<file path="src/rtl/matrix_coef_loader.sv">
// Colour-matrix coefficient loader: serial two's-complement writes into a shadow bank, committed on frame_sync.
// Optional readback port is enabled by defining MATRIX_COEF_READBACK_EN.
module matrix_coef_loader #(
  parameter int               MSIZE     = 8,
  parameter logic [MSIZE-1:0] DIAG_INIT = 8'h7F
) (
  input  logic             clock,
  input  logic             rst_n,
  input  logic             wr_valid,
  output logic             wr_ready,
  input  logic [MSIZE-1:0] wr_data,
  input  logic             wr_abort,
  input  logic             frame_sync,
`ifdef MATRIX_COEF_READBACK_EN
  input  logic [3:0]       rd_idx,
  output logic [MSIZE-1:0] rd_data,
`endif
  output logic [MSIZE-1:0] M00,
  output logic [MSIZE-1:0] M01,
  output logic [MSIZE-1:0] M02,
  output logic [MSIZE-1:0] M10,
  output logic [MSIZE-1:0] M11,
  output logic [MSIZE-1:0] M12,
  output logic [MSIZE-1:0] M20,
  output logic [MSIZE-1:0] M21,
  output logic [MSIZE-1:0] M22,
  output logic             commit,
  output logic             set_full,
  output logic             sat_flag
);

  typedef enum logic [1:0] {
    ST_IDLE = 2'd0,
    ST_LOAD = 2'd1,
    ST_FULL = 2'd2
  } state_t;

  localparam logic [MSIZE-1:0] MOST_NEG = {1'b1, {(MSIZE-1){1'b0}}};

  state_t           state_q;
  logic [3:0]       index_q;
  logic [MSIZE-1:0] shadow_q [9];
  logic [MSIZE-1:0] active_q [9];
  logic             wr_ready_q;
  logic             set_full_q;
  logic             commit_q;
  logic             sat_q;
  logic             wr_accept;
  logic [MSIZE-1:0] wr_sm;

  // Two's complement to sign-magnitude; the most negative value saturates to -(2^(MSIZE-1)-1).
  function automatic logic [MSIZE-1:0] to_sm(input logic [MSIZE-1:0] x);
    logic [MSIZE-1:0] neg;
    neg = -x;
    if (!x[MSIZE-1]) begin
      to_sm = x;
    end else if (x == MOST_NEG) begin
      to_sm = {1'b1, {(MSIZE-1){1'b1}}};
    end else begin
      to_sm = {1'b1, neg[MSIZE-2:0]};
    end
  endfunction

  assign wr_accept = wr_valid & wr_ready_q & ~wr_abort;
  assign wr_sm     = to_sm(wr_data);

  // Load FSM, shadow/active banks and all status outputs.
  always_ff @(posedge clock or negedge rst_n) begin
    if (!rst_n) begin
      state_q    <= ST_IDLE;
      index_q    <= 4'd0;
      wr_ready_q <= 1'b1;
      set_full_q <= 1'b0;
      commit_q   <= 1'b0;
      sat_q      <= 1'b0;
      for (int i = 0; i < 9; i++) begin
        shadow_q[i] <= {MSIZE{1'b0}};
        active_q[i] <= (i == 0 || i == 4 || i == 8) ? DIAG_INIT : {MSIZE{1'b0}};
      end
    end else begin
      commit_q <= 1'b0;
      if (wr_accept && (wr_data == MOST_NEG)) begin
        sat_q <= 1'b1;
      end
      if (wr_accept) begin
        for (int i = 0; i < 9; i++) begin
          if (index_q == 4'(i)) begin
            shadow_q[i] <= wr_sm;
          end
        end
      end
      // Abort overrides both loading and a coincident commit.
      if (wr_abort) begin
        state_q    <= ST_IDLE;
        index_q    <= 4'd0;
        wr_ready_q <= 1'b1;
        set_full_q <= 1'b0;
      end else begin
        case (state_q)
          ST_IDLE: begin
            if (wr_accept) begin
              state_q <= ST_LOAD;
              index_q <= 4'd1;
            end
          end
          ST_LOAD: begin
            if (wr_accept) begin
              if (index_q == 4'd8) begin
                state_q    <= ST_FULL;
                index_q    <= 4'd0;
                wr_ready_q <= 1'b0;
                set_full_q <= 1'b1;
              end else begin
                index_q <= index_q + 4'd1;
              end
            end
          end
          ST_FULL: begin
            if (frame_sync) begin
              for (int i = 0; i < 9; i++) begin
                active_q[i] <= shadow_q[i];
              end
              commit_q   <= 1'b1;
              state_q    <= ST_IDLE;
              wr_ready_q <= 1'b1;
              set_full_q <= 1'b0;
            end
          end
          default: begin
            state_q    <= ST_IDLE;
            index_q    <= 4'd0;
            wr_ready_q <= 1'b1;
            set_full_q <= 1'b0;
          end
        endcase
      end
    end
  end

`ifdef MATRIX_COEF_READBACK_EN
  logic [MSIZE-1:0] rd_data_q;

  // Sign-magnitude back to two's complement.
  function automatic logic [MSIZE-1:0] to_tc(input logic [MSIZE-1:0] sm);
    logic [MSIZE-1:0] mag;
    mag = {1'b0, sm[MSIZE-2:0]};
    if (sm[MSIZE-1]) begin
      to_tc = -mag;
    end else begin
      to_tc = mag;
    end
  endfunction

  // Registered readback of the active bank; out-of-range indices read zero.
  always_ff @(posedge clock or negedge rst_n) begin
    if (!rst_n) begin
      rd_data_q <= {MSIZE{1'b0}};
    end else begin
      rd_data_q <= {MSIZE{1'b0}};
      for (int i = 0; i < 9; i++) begin
        if (rd_idx == 4'(i)) begin
          rd_data_q <= to_tc(active_q[i]);
        end
      end
    end
  end

  assign rd_data = rd_data_q;
`endif

  assign M00      = active_q[0];
  assign M01      = active_q[1];
  assign M02      = active_q[2];
  assign M10      = active_q[3];
  assign M11      = active_q[4];
  assign M12      = active_q[5];
  assign M20      = active_q[6];
  assign M21      = active_q[7];
  assign M22      = active_q[8];
  assign wr_ready = wr_ready_q;
  assign set_full = set_full_q;
  assign commit   = commit_q;
  assign sat_flag = sat_q;

endmodule

</file>
<file path="config.mk">
export PLATFORM = sky130hd
export DESIGN_NAME = matrix_coef_loader
export DESIGN_NICKNAME = d
export VERILOG_FILES = /design/src/rtl/matrix_coef_loader.sv
export SDC_FILE = /design/constraint.sdc
export NUM_CORES = 1
export LEC_CHECK = 0
export CAP_MARGIN = 20
export CORE_MARGIN = 3
export CORE_UTILIZATION = 45
export CTS_BUF_LIST = sky130_fd_sc_hd__clkbuf_2
export DETAILED_ROUTE_END_ITERATION = 12
export HOLD_SLACK_MARGIN = 0.08
export PLACE_DENSITY = 0.71
export SLEW_MARGIN = 15
export SYNTH_ARGS = -nofsm -noshare
export SYNTH_HDL_FRONTEND = slang
export SYNTH_SLANG_ARGS = --single-unit
export TNS_END_PERCENT = 10
</file>
<file path="constraint.sdc">
create_clock -name clock -period 1.7 [get_ports clock]
set_clock_uncertainty 0.1 [all_clocks]
set_input_delay 0.34 -clock clock [delete_from_list [all_inputs] [get_ports clock]]
set_output_delay 0.34 -clock clock [all_outputs]
set_load 0.02 [all_outputs]
</file>
==> reports/qor.csv <==
stage,metric,value,unit
final_layout,Largest Register,shadow_q,
synthesis,ys flop type,dfrtp_1,
final_layout,Layout fillers,1048,
timing,Least-Margin Pin Slew,640.4,ps
placed_design,Setup WS pre-CTS,-943.4,ps
timing,final hold violations,0,
routing,Detailed Route WL,13780,um
routing,via count of the routed design,3913,
global_route,grt ovf,0,
timing,Final WS setup,-237.2,ps
global_route,initial antenna violation count,0,
clock_tree,CTS tree,built,
routing,drc violations,0,
global_route,first-pass GRT wire length,21690,um
min_path,worst hold path class,in2reg,
clock_tree,Clock Sinks,154,
power,leakage,4.113,nW
floorplanning,I/O pin count,89,
critical_path,critical path arrival,2420,ps
final_layout,design area,8258,um^2
synthesis,Yosys top cell by area,dfrtp_1,
status,failing checks,setup timing,
clock_tree,H-tree depth,4,
final_layout,area grow syn2layout,33.82,%
placed_design,DP HPWL,9524,um
synthesis,Post-Syn Area,6171,um^2
routing,post-route ant nets,0,
synthesis,Syn Area/Cell,15.20,um^2
timing,fmax,516.2,MHz
final_layout,share of post-route cells with drive strength above 1,61.42,%
placed_design,dpl cells,712,
synthesis,top-area cell type share of the netlist area,53.53,%
timing,minimum clock period,1937,ps
final_layout,# diodes,0,
synthesis,"FF+latch count, synth",154,
synthesis,Async SR Flop Fraction,100.0,%
floorplanning,DIE HEIGHT,123.1,um
clock_tree,Clk Tree Root Cell,clkbuf_2,
clock_tree,Worst-Skew Late Latency,700,ps
global_route,All-Layer GR Usage,18.97,%
floorplanning,die area,15150,um^2
synthesis,Commonest cells post-synth,"dfrtp_1, mux2_2, dfstp_2, buf_2, mux2_1",
critical_path,Worst Path Max Fanout,8,
routing,First-pass DRT Iterations,4,
critical_path,nature of the critical path startpoint,register,
synthesis,cells after synthesis,406,
power,Tot Pwr,6.482,mW
timing,fin crit share,114.0,%
timing,max-slew violations,0,
global_route,largest net degree at the start of global routing,49,
global_route,number of global-route vias before repair,4031,
power,Max IR drop VDD,360.9,uV
floorplanning,die width,123.1,um
critical_path,CP Cell Sequence,buf_4 > buf_6 > nand2_8 > nor4_4 > buf_6 > nand2_8 > mux2_4,
floorplanning,core area,13350,um^2
critical_path,CP max-delay cell,dfstp_2,
critical_path,crit path kind,reg2reg,
status,status,"complete, but fails checks",
synthesis,register area share after synthesis,62.90,%
critical_path,Reg2Reg Depth,7,
critical_path,Max stage delay on crit path,590,ps
power,Pwr Density,785.0,nW/um^2
critical_path,Worst setup EP type,register,
timing,# setup viols final,196,
clock_tree,Max Root-Sink Buffers,2,
clock_tree,Worst-path clk slew,220,ps
flow_run,maxcap violations,0,
final_layout,fin cells,754,
timing,slew margin rel.,57.15,%
critical_path,WP data required,2180,ps
floorplanning,row cnt,42,
floorplanning,starting density of the core,46.23,%
final_layout,fin util,61.87,%
final_layout,Final #Nets,583,
synthesis,number of synthesized flops with an enable pin,0,
placed_design,GP Congestion,0.8657,
synthesis,yosys synthesis warning count,0,
routing,Avg WL per Cell,18.27,um
synthesis,most common cell in the netlist,dfrtp_1,
clock_tree,CTS buffer count,17,
timing,RSZ-0062 raised after global routing,true,
routing,Iter 0 DRT Violations,228,
placed_design,Port-buffer cells,88,
synthesis,"top cells by area, synth","dfrtp_1, mux2_2, dfstp_2",
synthesis,synthesized net count,424,
routing,Vias/cell,5.190,
placed_design,Area after DPL,7848,um^2
min_path,Cells on Worst Hold Path,4,
synthesis,post-synth cell types,39,
final_layout,Largest register FFs,72,
==> layout by cell type, fill, tap and decap left out, types with 3 or more instances in the layout <==
master / Yosys / final
a21oi_1: 9 / 9
and3_1: 5 / 4
buf_12: 0 / 11
buf_2: 14 / 45
buf_4: 0 / 47
buf_6: 0 / 39
clkbuf_2: 0 / 19
clkdlybuf4s50_1: 0 / 11
clkinv_1: 0 / 3
clkinvlp_4: 0 / 4
dfrtp_1: 132 / 132
dfstp_2: 22 / 22
dlygate4sd3_1: 0 / 4
ha_1: 5 / 4
inv_1: 9 / 8
mux2_1: 13 / 5
mux2_2: 130 / 95
mux2_4: 0 / 43
nand2_1: 11 / 5
nand2_8: 0 / 5
nor2_1: 10 / 10
nor2b_1: 3 / 3
o21ai_0: 8 / 6
==> report_power, final <==
group | switching [mW] | leakage [nW] | internal [mW]
Combinational | 0.298 | 1.96 | 0.308
Sequential | 0.103 | 2.02 | 3.83
Clock | 1.27 | 0.129 | 0.669
==> kinds of logic after synthesis <==
group / Yosys count / synth area share (%)
AOI/OAI and AO/OA: 31 / 3.670
adders and majority gates: 5 / 1.014
buffers and inverters: 26 / 1.865
DFF: 154 / 62.90
muxes: 144 / 26.26
and+or+nand+nor: 46 / 4.299
==> per-stage QoR <==
step | setup TNS [ps] | hold WS (ps)
global route | -34710 | 182.7
detailed placement | -83980 | 94.47
CTS | -19560 | 162.6
floorplan | -1947 | -55.59
global placement | -81420 | 90.12
finish | -19280 | 213.6
==> what timing repair did <==
| action | 4_1_cts | 5_1_grt |
|---|---|---|
| setup buffers | 4 | 2 |
| setup endpoints to repair | 209 | 223 |
| resized for setup | 377 | 58 |
| hold buffers | 4 | 0 |
| cloned | 0 | 0 |
| endpoints found under the hold margin | 154 | 0 |
| pin swaps | 1 | 2 |
==> layout make-up <==
cell class                      count  area [um^2]  share of cell area [%]
Sequential cell                   154         3881                   47.00
Multi-Input combinational cell    226         2511                   30.41
Clock buffer                       19        95.09                   1.152
Tap cell                          176        220.2                   2.667
Inverter                            9        33.78                  0.4091
Clock inverter                     13        128.9                   1.561
Timing Repair Buffer              157         1388                   16.80
==> routing by layer <==
metal  wire length (um)  track usage, %  up-vias
li1                   -               -     1778
met1               6255           26.60     2023
met2               6770           29.83       96
met3                553           4.300       16
met4                195           5.675        0
met5                  0               0        -
==> worst max-delay path, delay by kind of cell, from the launching register on <==
family / cells / cell delay [ps]
AND/OR/NAND/NOR: 3 / 390
flip-flops: 1 / 590
multiplexers: 1 / 310
buffers and inverters: 3 / 430
==> path summary, 6_finish.rpt <==
check	end	slack (ps)	start
max in group asynchronous	M11[6]	250	rst_n
setup / recovery	shadow_q[45]	-240	wr_ready
setup reg to reg	shadow_q[45]	-240	wr_ready
min in group asynchronous	M01[6]	610	rst_n
hold reg to reg	shadow_q[37]	420	shadow_q[37]
hold / removal	shadow_q[0]	210	wr_data[0]
Power figures use the tool's default switching activity.
